$ cat config.mk
export PLATFORM = sky130hd
export DESIGN_NAME = fetch_stage_flat
export DESIGN_NICKNAME = d
export VERILOG_FILES = /design/src/rtl/fetch_stage_if.sv /design/src/rtl/fetch_stage.sv /design/src/flat_wrapper.sv
export SDC_FILE = /design/constraint.sdc
export NUM_CORES = 1
export LEC_CHECK = 0
export BUFFER_PORTS_ARGS = -buffer_cell sky130_fd_sc_hd__buf_2
export CAP_MARGIN = 20
export CORE_UTILIZATION = 35
export CTS_BUF_LIST = sky130_fd_sc_hd__clkbuf_16
export DETAILED_ROUTE_END_ITERATION = 16
export SYNTH_ARGS = -nofsm -noshare
export SYNTH_HDL_FRONTEND = slang
export SYNTH_SLANG_ARGS = --single-unit
$ cat constraint.sdc
create_clock -name clk -period 2.92 [get_ports clk]
set_clock_uncertainty 0.1 [all_clocks]
set_input_delay 0 -clock clk [delete_from_list [all_inputs] [get_ports clk]]
set_output_delay 0 -clock clk [all_outputs]
set_load 0.1 [all_outputs]
$ cat src/rtl/fetch_stage_if.sv
// Instruction-memory bus between the fetch stage (master) and imem (slave).
// Read is asynchronous: rdata is valid in the same cycle as addr.
interface fetch_stage_if #(
    parameter int WIDTH = 32
);
    logic [WIDTH-1:0] imem_addr;
    logic [WIDTH-1:0] imem_rdata;

    modport master (output imem_addr, input  imem_rdata);
    modport slave  (input  imem_addr, output imem_rdata);
endinterface

$ cat src/rtl/fetch_stage.sv
// Instruction fetch plus IF/ID register: PC, stall, redirect with flush,
// and a sticky halt raised when HALT reaches decode.
module fetch_stage #(
    parameter int               WIDTH     = 32,
    parameter logic [WIDTH-1:0] RESET_PC  = '0,
    parameter logic [WIDTH-1:0] NOP_INSTR = '0
) (
    input  logic              clk,
    input  logic              rst,
    fetch_stage_if.master     imem,
    input  logic              stall,
    input  logic              redirect,
    input  logic [WIDTH-1:0]  redirect_pc,
    input  logic              load,
    output logic [WIDTH-1:0]  pc_f,
    output logic [WIDTH-1:0]  instr_d,
    output logic [WIDTH-1:0]  pc_plus4_d,
    output logic              valid_d,
    output logic              halted
);
    localparam logic [0:0] S_RUN  = 1'b0;
    localparam logic [0:0] S_HALT = 1'b1;

    logic [0:0]       state;
    logic [WIDTH-1:0] pc_plus4_f;
    logic [WIDTH-1:0] target;

    assign imem.imem_addr = pc_f;
    assign pc_plus4_f     = pc_f + WIDTH'(4);
    assign target         = {redirect_pc[WIDTH-1:2], 2'b00};
    assign halted         = (state == S_HALT);

    // Halt only counts when decode holds a real instruction; a bubble's
    // load=0 is meaningless. Halt outranks stall and redirect.
    always_ff @(posedge clk) begin
        if (rst) begin
            state      <= S_RUN;
            pc_f       <= RESET_PC;
            instr_d    <= NOP_INSTR;
            pc_plus4_d <= '0;
            valid_d    <= 1'b0;
        end else if (state == S_HALT) begin
            state      <= S_HALT;
        end else if (!load && valid_d) begin
            state      <= S_HALT;
            instr_d    <= NOP_INSTR;
            valid_d    <= 1'b0;
        end else if (stall) begin
            state      <= S_RUN;
        end else if (redirect) begin
            pc_f       <= target;
            instr_d    <= NOP_INSTR;
            valid_d    <= 1'b0;
        end else begin
            pc_f       <= pc_plus4_f;
            instr_d    <= imem.imem_rdata;
            pc_plus4_d <= pc_plus4_f;
            valid_d    <= 1'b1;
        end
    end
endmodule

$ cat src/flat_wrapper.sv
// flat-port wrapper written by rule: the top's interface ports become plain ports
module fetch_stage_flat 
#(
    parameter int               WIDTH     = 32,
    parameter logic [WIDTH-1:0] RESET_PC  = '0,
    parameter logic [WIDTH-1:0] NOP_INSTR = '0
)
  (clk, rst, stall, redirect, redirect_pc, load, pc_f, instr_d, pc_plus4_d, valid_d, halted, imem_imem_addr, imem_imem_rdata);
  fetch_stage_if #(.WIDTH(WIDTH)) imem_i ();
  input  logic clk;
  input  logic rst;
  input  logic stall;
  input  logic redirect;
  input  logic [WIDTH-1:0] redirect_pc;
  input  logic load;
  output logic [WIDTH-1:0] pc_f;
  output logic [WIDTH-1:0] instr_d;
  output logic [WIDTH-1:0] pc_plus4_d;
  output logic valid_d;
  output logic halted;
  output wire logic [$bits(imem_i.imem_addr)-1:0] imem_imem_addr;
  input wire logic [$bits(imem_i.imem_rdata)-1:0] imem_imem_rdata;
  assign imem_imem_addr = imem_i.imem_addr;
  assign imem_i.imem_rdata = imem_imem_rdata;
  fetch_stage #(.WIDTH(WIDTH), .RESET_PC(RESET_PC), .NOP_INSTR(NOP_INSTR)) u_core (.clk(clk), .rst(rst), .imem(imem_i), .stall(stall), .redirect(redirect), .redirect_pc(redirect_pc), .load(load), .pc_f(pc_f), .instr_d(instr_d), .pc_plus4_d(pc_plus4_d), .valid_d(valid_d), .halted(halted));
endmodule
After elaboration in Yosys (flattened, before gate mapping)
Index checks and enable logic that the tools add are counted.
{ "word_totals": {"input_bits": 69, "word_cells": 25, "out_inout_bits": 130, "regBits": 98} }
{ "classes": {"bitwise": 4, "n_eq_ne": 1, "reduce_logical": 5, "addsub": 1, "mux": 9} }
{ "ops": {"columns": ["cell", "n"], "rows": [
  ["$mux W32", 4],
  ["$add A32 B3 Y32 const B", 1],
  ["$mux W1", 5],
  ["$not A1 Y1", 4],
  ["$reduce_and A4 Y1", 1],
  ["$reduce_and A3 Y1", 1],
  ["$ne A2 B1 Y1 const B", 1],
  ["$reduce_and A2 Y1", 1],
  ["$logic_and A1 B1 Y1", 1],
  ["$logic_not A1 Y1", 1]
]} }

Depth between registers and ports, before layout
{ "depth": {"word_depth": 4, "mapped_depth": 7, "ltp_nobuf": 6} }

Least setup slack after synthesis
OpenSTA, ideal clock, no wires.
{ "synth_path": {"kind": "register to register", "from": "register u_core.pc_f[2] (netlist: u_core.imem.imem_addr[2])", "to": "register u_core.pc_f[26] (netlist: u_core.imem.imem_addr[26])", "required_ns": 2.686, "path_buffers": 0, "setup_ns": 0.134, "setup_slack_ns": -0.125, "arrival_ns": 2.811, "stages_incl_launch_ff": 7, "period_less_slack_ns": 3.045, "cell_sequence": "dfxtp_1 -> ha_1 -> nand3_2 -> or4_4 -> nor4_4 -> mux2i_1 -> a31oi_1"} }
{ "synth_between": {"elab_chain_cells": 2} }
{ "synth_lines": {"columns": ["item", "line", "source"], "rows": [
  ["from (decl)", "fetch_stage.sv:15", "output logic [WIDTH-1:0] pc_f,"],
  ["from (signal assigned)", "fetch_stage.sv:51", "pc_f <= target;"],
  ["from (signal assigned)", "fetch_stage.sv:55", "pc_f <= pc_plus4_f;"],
  ["$add A32 B3 Y32", "fetch_stage.sv:29", "assign pc_plus4_f = pc_f + WIDTH'(4);"],
  ["$mux W32", "fetch_stage.sv:50", "end else if (redirect) begin"]
]} }
Every way passes these cells.
A chain may end at the register's enable or synchronous reset.

Final worst setup path
{ "layout_path": {"from": "register u_core.pc_f[5] (netlist: u_core.imem.imem_addr[5])", "to": "register u_core.pc_plus4_d[31]"} }
{ "layout_between": {"elab_chain_cells": 1} }
{ "layout_lines": {"columns": ["item", "line", "source"], "rows": [
  ["$add A32 B3 Y32", "fetch_stage.sv:29", null],
  ["to (signal assigned)", "fetch_stage.sv:57", "pc_plus4_d <= pc_plus4_f;"],
  ["to (decl)", "fetch_stage.sv:17", "output logic [WIDTH-1:0] pc_plus4_d,"]
]} }
Every way passes these cells.

==> summary.txt <==
Job
  • Max-cap violations: 0

Power
  • IR drop worst, VDD: 0.252 mV
  • Power density over the cells: 607 mW/mm²
  • Leak pwr: 0.00286 µW

Critical path
  • Worst EP required: 3.08 ns
  • Critical Path Fanout Max: 9
  • Slowest cell on crit path: nor3_1
  • CP max stage delay: 0.56 ns
  • Worst EP arrival: 2.62 ns
  • Crit path capture type: flop
  • Critical-path cell list: nand4_1 > nor3_1 > and4_1 > xnor2_1 > a211oi_1
  • CP startpoint kind: flop
  • Worst path buffer plus inverter count: 0
  • Kind of critical path: flop to flop
  • CP top delay family: simple AND/OR/NAND/NOR gates

Synthesis
  • Yosys Warn Count: 0
  • Largest family of logic cells by synthesized area: simple AND/OR/NAND/NOR gates
  • Area share of xor/xnor cells in the synthesized design: 5.03%
  • Flops & latches, synth: 94
  • Primary FF master, synth: dfxtp_1
  • Synth Area in Simple Gates: 21.6%
  • Synthesized area: 0.00470 mm²
  • Sequential-to-total area share from yosys stat: 40.0%
  • Distinct cell type count after synthesis: 49
  • Mux contribution to synthesized area: 1.70%
  • Mapped Cells: 566
  • Post-synthesis compound-gate area fraction: 21.0%
  • EDFF count, synth: 0
  • FFs w/ async S/R, synth: 0%
  • Post-Synth Adder-Cell Area: 0.266%
  • Mean Syn Cell Area: 8.31 µm²

Floorplanning
  • Core footprint: 0.0129 mm²
  • Die X: 118 µm
  • Num ports: 199
  • Initial Utilization: 36.5%
  • Die area: 0.0139 mm²
  • Row count: 41
  • Die height: 118 µm

Timing
  • Final period util: 84.2%
  • Final hold violations: 0
  • Slew Limit Fails: 0
  • Achievable frequency: 0.407 GHz
  • Final setup fails: 0
  • Final setup TNS: 0 ns
  • Hold Slack: 0.0150 ns
  • Slew headroom: 47.9%
  • RSZ-0062 raised after global routing: no
  • Crit path time final: 2.46 ns
  • Slew @ Worst Pin: 0.781 ns

Global routing
  • First-pass GRT wire length: 23500 µm
  • Vias in the first global route: 4557
  • GRT Overall Usage: 21.2%
  • Largest net degree at the start of global routing: 66
  • Initial antenna violation count: 0
  • Overflow after GRT: 0

Min path
  • Hold Path Class: input port to flop

CTS
  • TritonCTS buffer count: 9
  • PostCTS Resize Cnt: 0
  • Reg clk slew, reported paths: 0.07 ns
  • Root buffer cell: clkbuf_16
  • CTS tree: done
  • Clock latency on the worst-skew pair: 0.35 ns
  • Hold_buf cts: 61
  • Clock sinks: 94
  • H-tree levels: 3
  • Post-CTS Setup Bufs: 0
  • CTS max path bufs: 2

Cells and area
  • Diode count: 0
  • Nets: 830
  • Most common cell after layout, fill and taps aside: buf_2
  • Share of layout cells above drive strength 1: 30.5%
  • Most frequent cells in the layout: 189 x buf_2, 92 x dfxtp_1, 87 x nor2_1
  • Final instance area: 0.00648 mm²
  • Area grow syn2layout: 38.0%

Routing
  • Drt pass-1 iters: 6
  • DRC viols: 0
  • DRT iter0 DRCs: 362
  • DR vias/cell: 5.26
  • Routed Antenna Nets: 0
  • Via count: 4924
  • Post-Route WL: 14800 µm
  • WL/cell: 15.7 µm

Status
  • Status: finished, final reports clean

Place
  • DP HPWL: 9660 µm
  • GP Congestion: 0.772
  • Placed Area: 0.00556 mm²
  • Port bufs: 190
cells in the mapped netlist, drive strengths merged, types with 10 or more instances:
| master | count | area share, % |
|---|---|---|
| a31oi | 11 | 1.5 |
| o21ai | 15 | 1.6 |
| xnor2 | 18 | 3.4 |
| a21oi | 19 | 2.0 |
| a22oi | 37 | 5.9 |
| a211oi | 28 | 4.7 |
| and3 | 10 | 1.3 |
| nor2 | 88 | 7.0 |
| nand3 | 21 | 2.3 |
| dfxtp | 94 | 40 |
| nor3 | 17 | 2.2 |
| buf | 42 | 6.4 |
| nand2 | 33 | 2.6 |
| clkbuf | 44 | 3.5 |
logic make-up (layout without fill, tap and decap cells):
family	Yosys count	after routing
and+or+nand+nor	204	204
AOI/OAI and AO/OA	140	140
DFF	94	94
buffers and inverters	91	285
xor gates and xnor gates	27	27
muxes	8	8
adders and majority gates	1	1
other	1	6
power breakdown:
group          total, µW  switching [µW]  internal (µW)
registers           1440            82.7           1360
logic               1240             982            260
clock network       1260             512            746
state kept, by name, summed over array words and instances (netlist names):
| name | count |
|---|---|
| u_core.instr_d | 32 |
| u_core.imem.imem_addr | 30 |
| u_core.valid_d | 1 |
| u_core.pc_plus4_d | 30 |
| u_core.halted | 1 |
per-layer routing:
layer	GRT usage, %	vias up	share of wire, %
met4	9.38	0	2.4
met2	35.2	202	48
met1	26.1	2324	44
met5	0	-	0
li1	-	2371	-
met3	4.65	27	5.9
cell type report:
class,instances,area (µm²)
fillers,1222,6390
multi-input cells,386,2370
repair buffers,264,1680
flip-flops and latches,94,1880
inverters,5,18.8
well taps,172,215
clock buffers,9,225
clock inverters,7,90.1
per-stage QoR:
step,std cells,utilization (%),power [µW],setup slack [ns]
after floorplan,571,-,2470,0.0416
after global placement,859,43.1,2630,0.527
after detailed placement,860,43.2,2640,0.478
after CTS,937,50.4,3970,0.474
after global routing,937,50.4,4090,0.240
final,937,50.4,3940,0.462
tightest hold or removal path, cell delays in order:
cell     delay (ns)
buf_2          0.08
and3_1         0.15
a21oi_1        0.04
a31oi_1        0.15
worst paths after layout:
check	startpoint	endpoint	slack [ns]	depth (start not counted)
max	u_core.imem.imem_addr[5]$_SDFFE_PP0P_	u_core.pc_plus4_d[31]$_SDFFE_PP0P_	0.46	5
min	redirect_pc[23]	u_core.imem.imem_addr[23]$_SDFFE_PP0P_	0.01	4
max reg2reg	u_core.imem.imem_addr[5]$_SDFFE_PP0P_	u_core.pc_plus4_d[31]$_SDFFE_PP0P_	0.46	5
min reg2reg	u_core.pc_plus4_d[18]$_SDFFE_PP0P_	u_core.pc_plus4_d[18]$_SDFFE_PP0P_	0.36	2
Power figures use the tool's default switching activity.
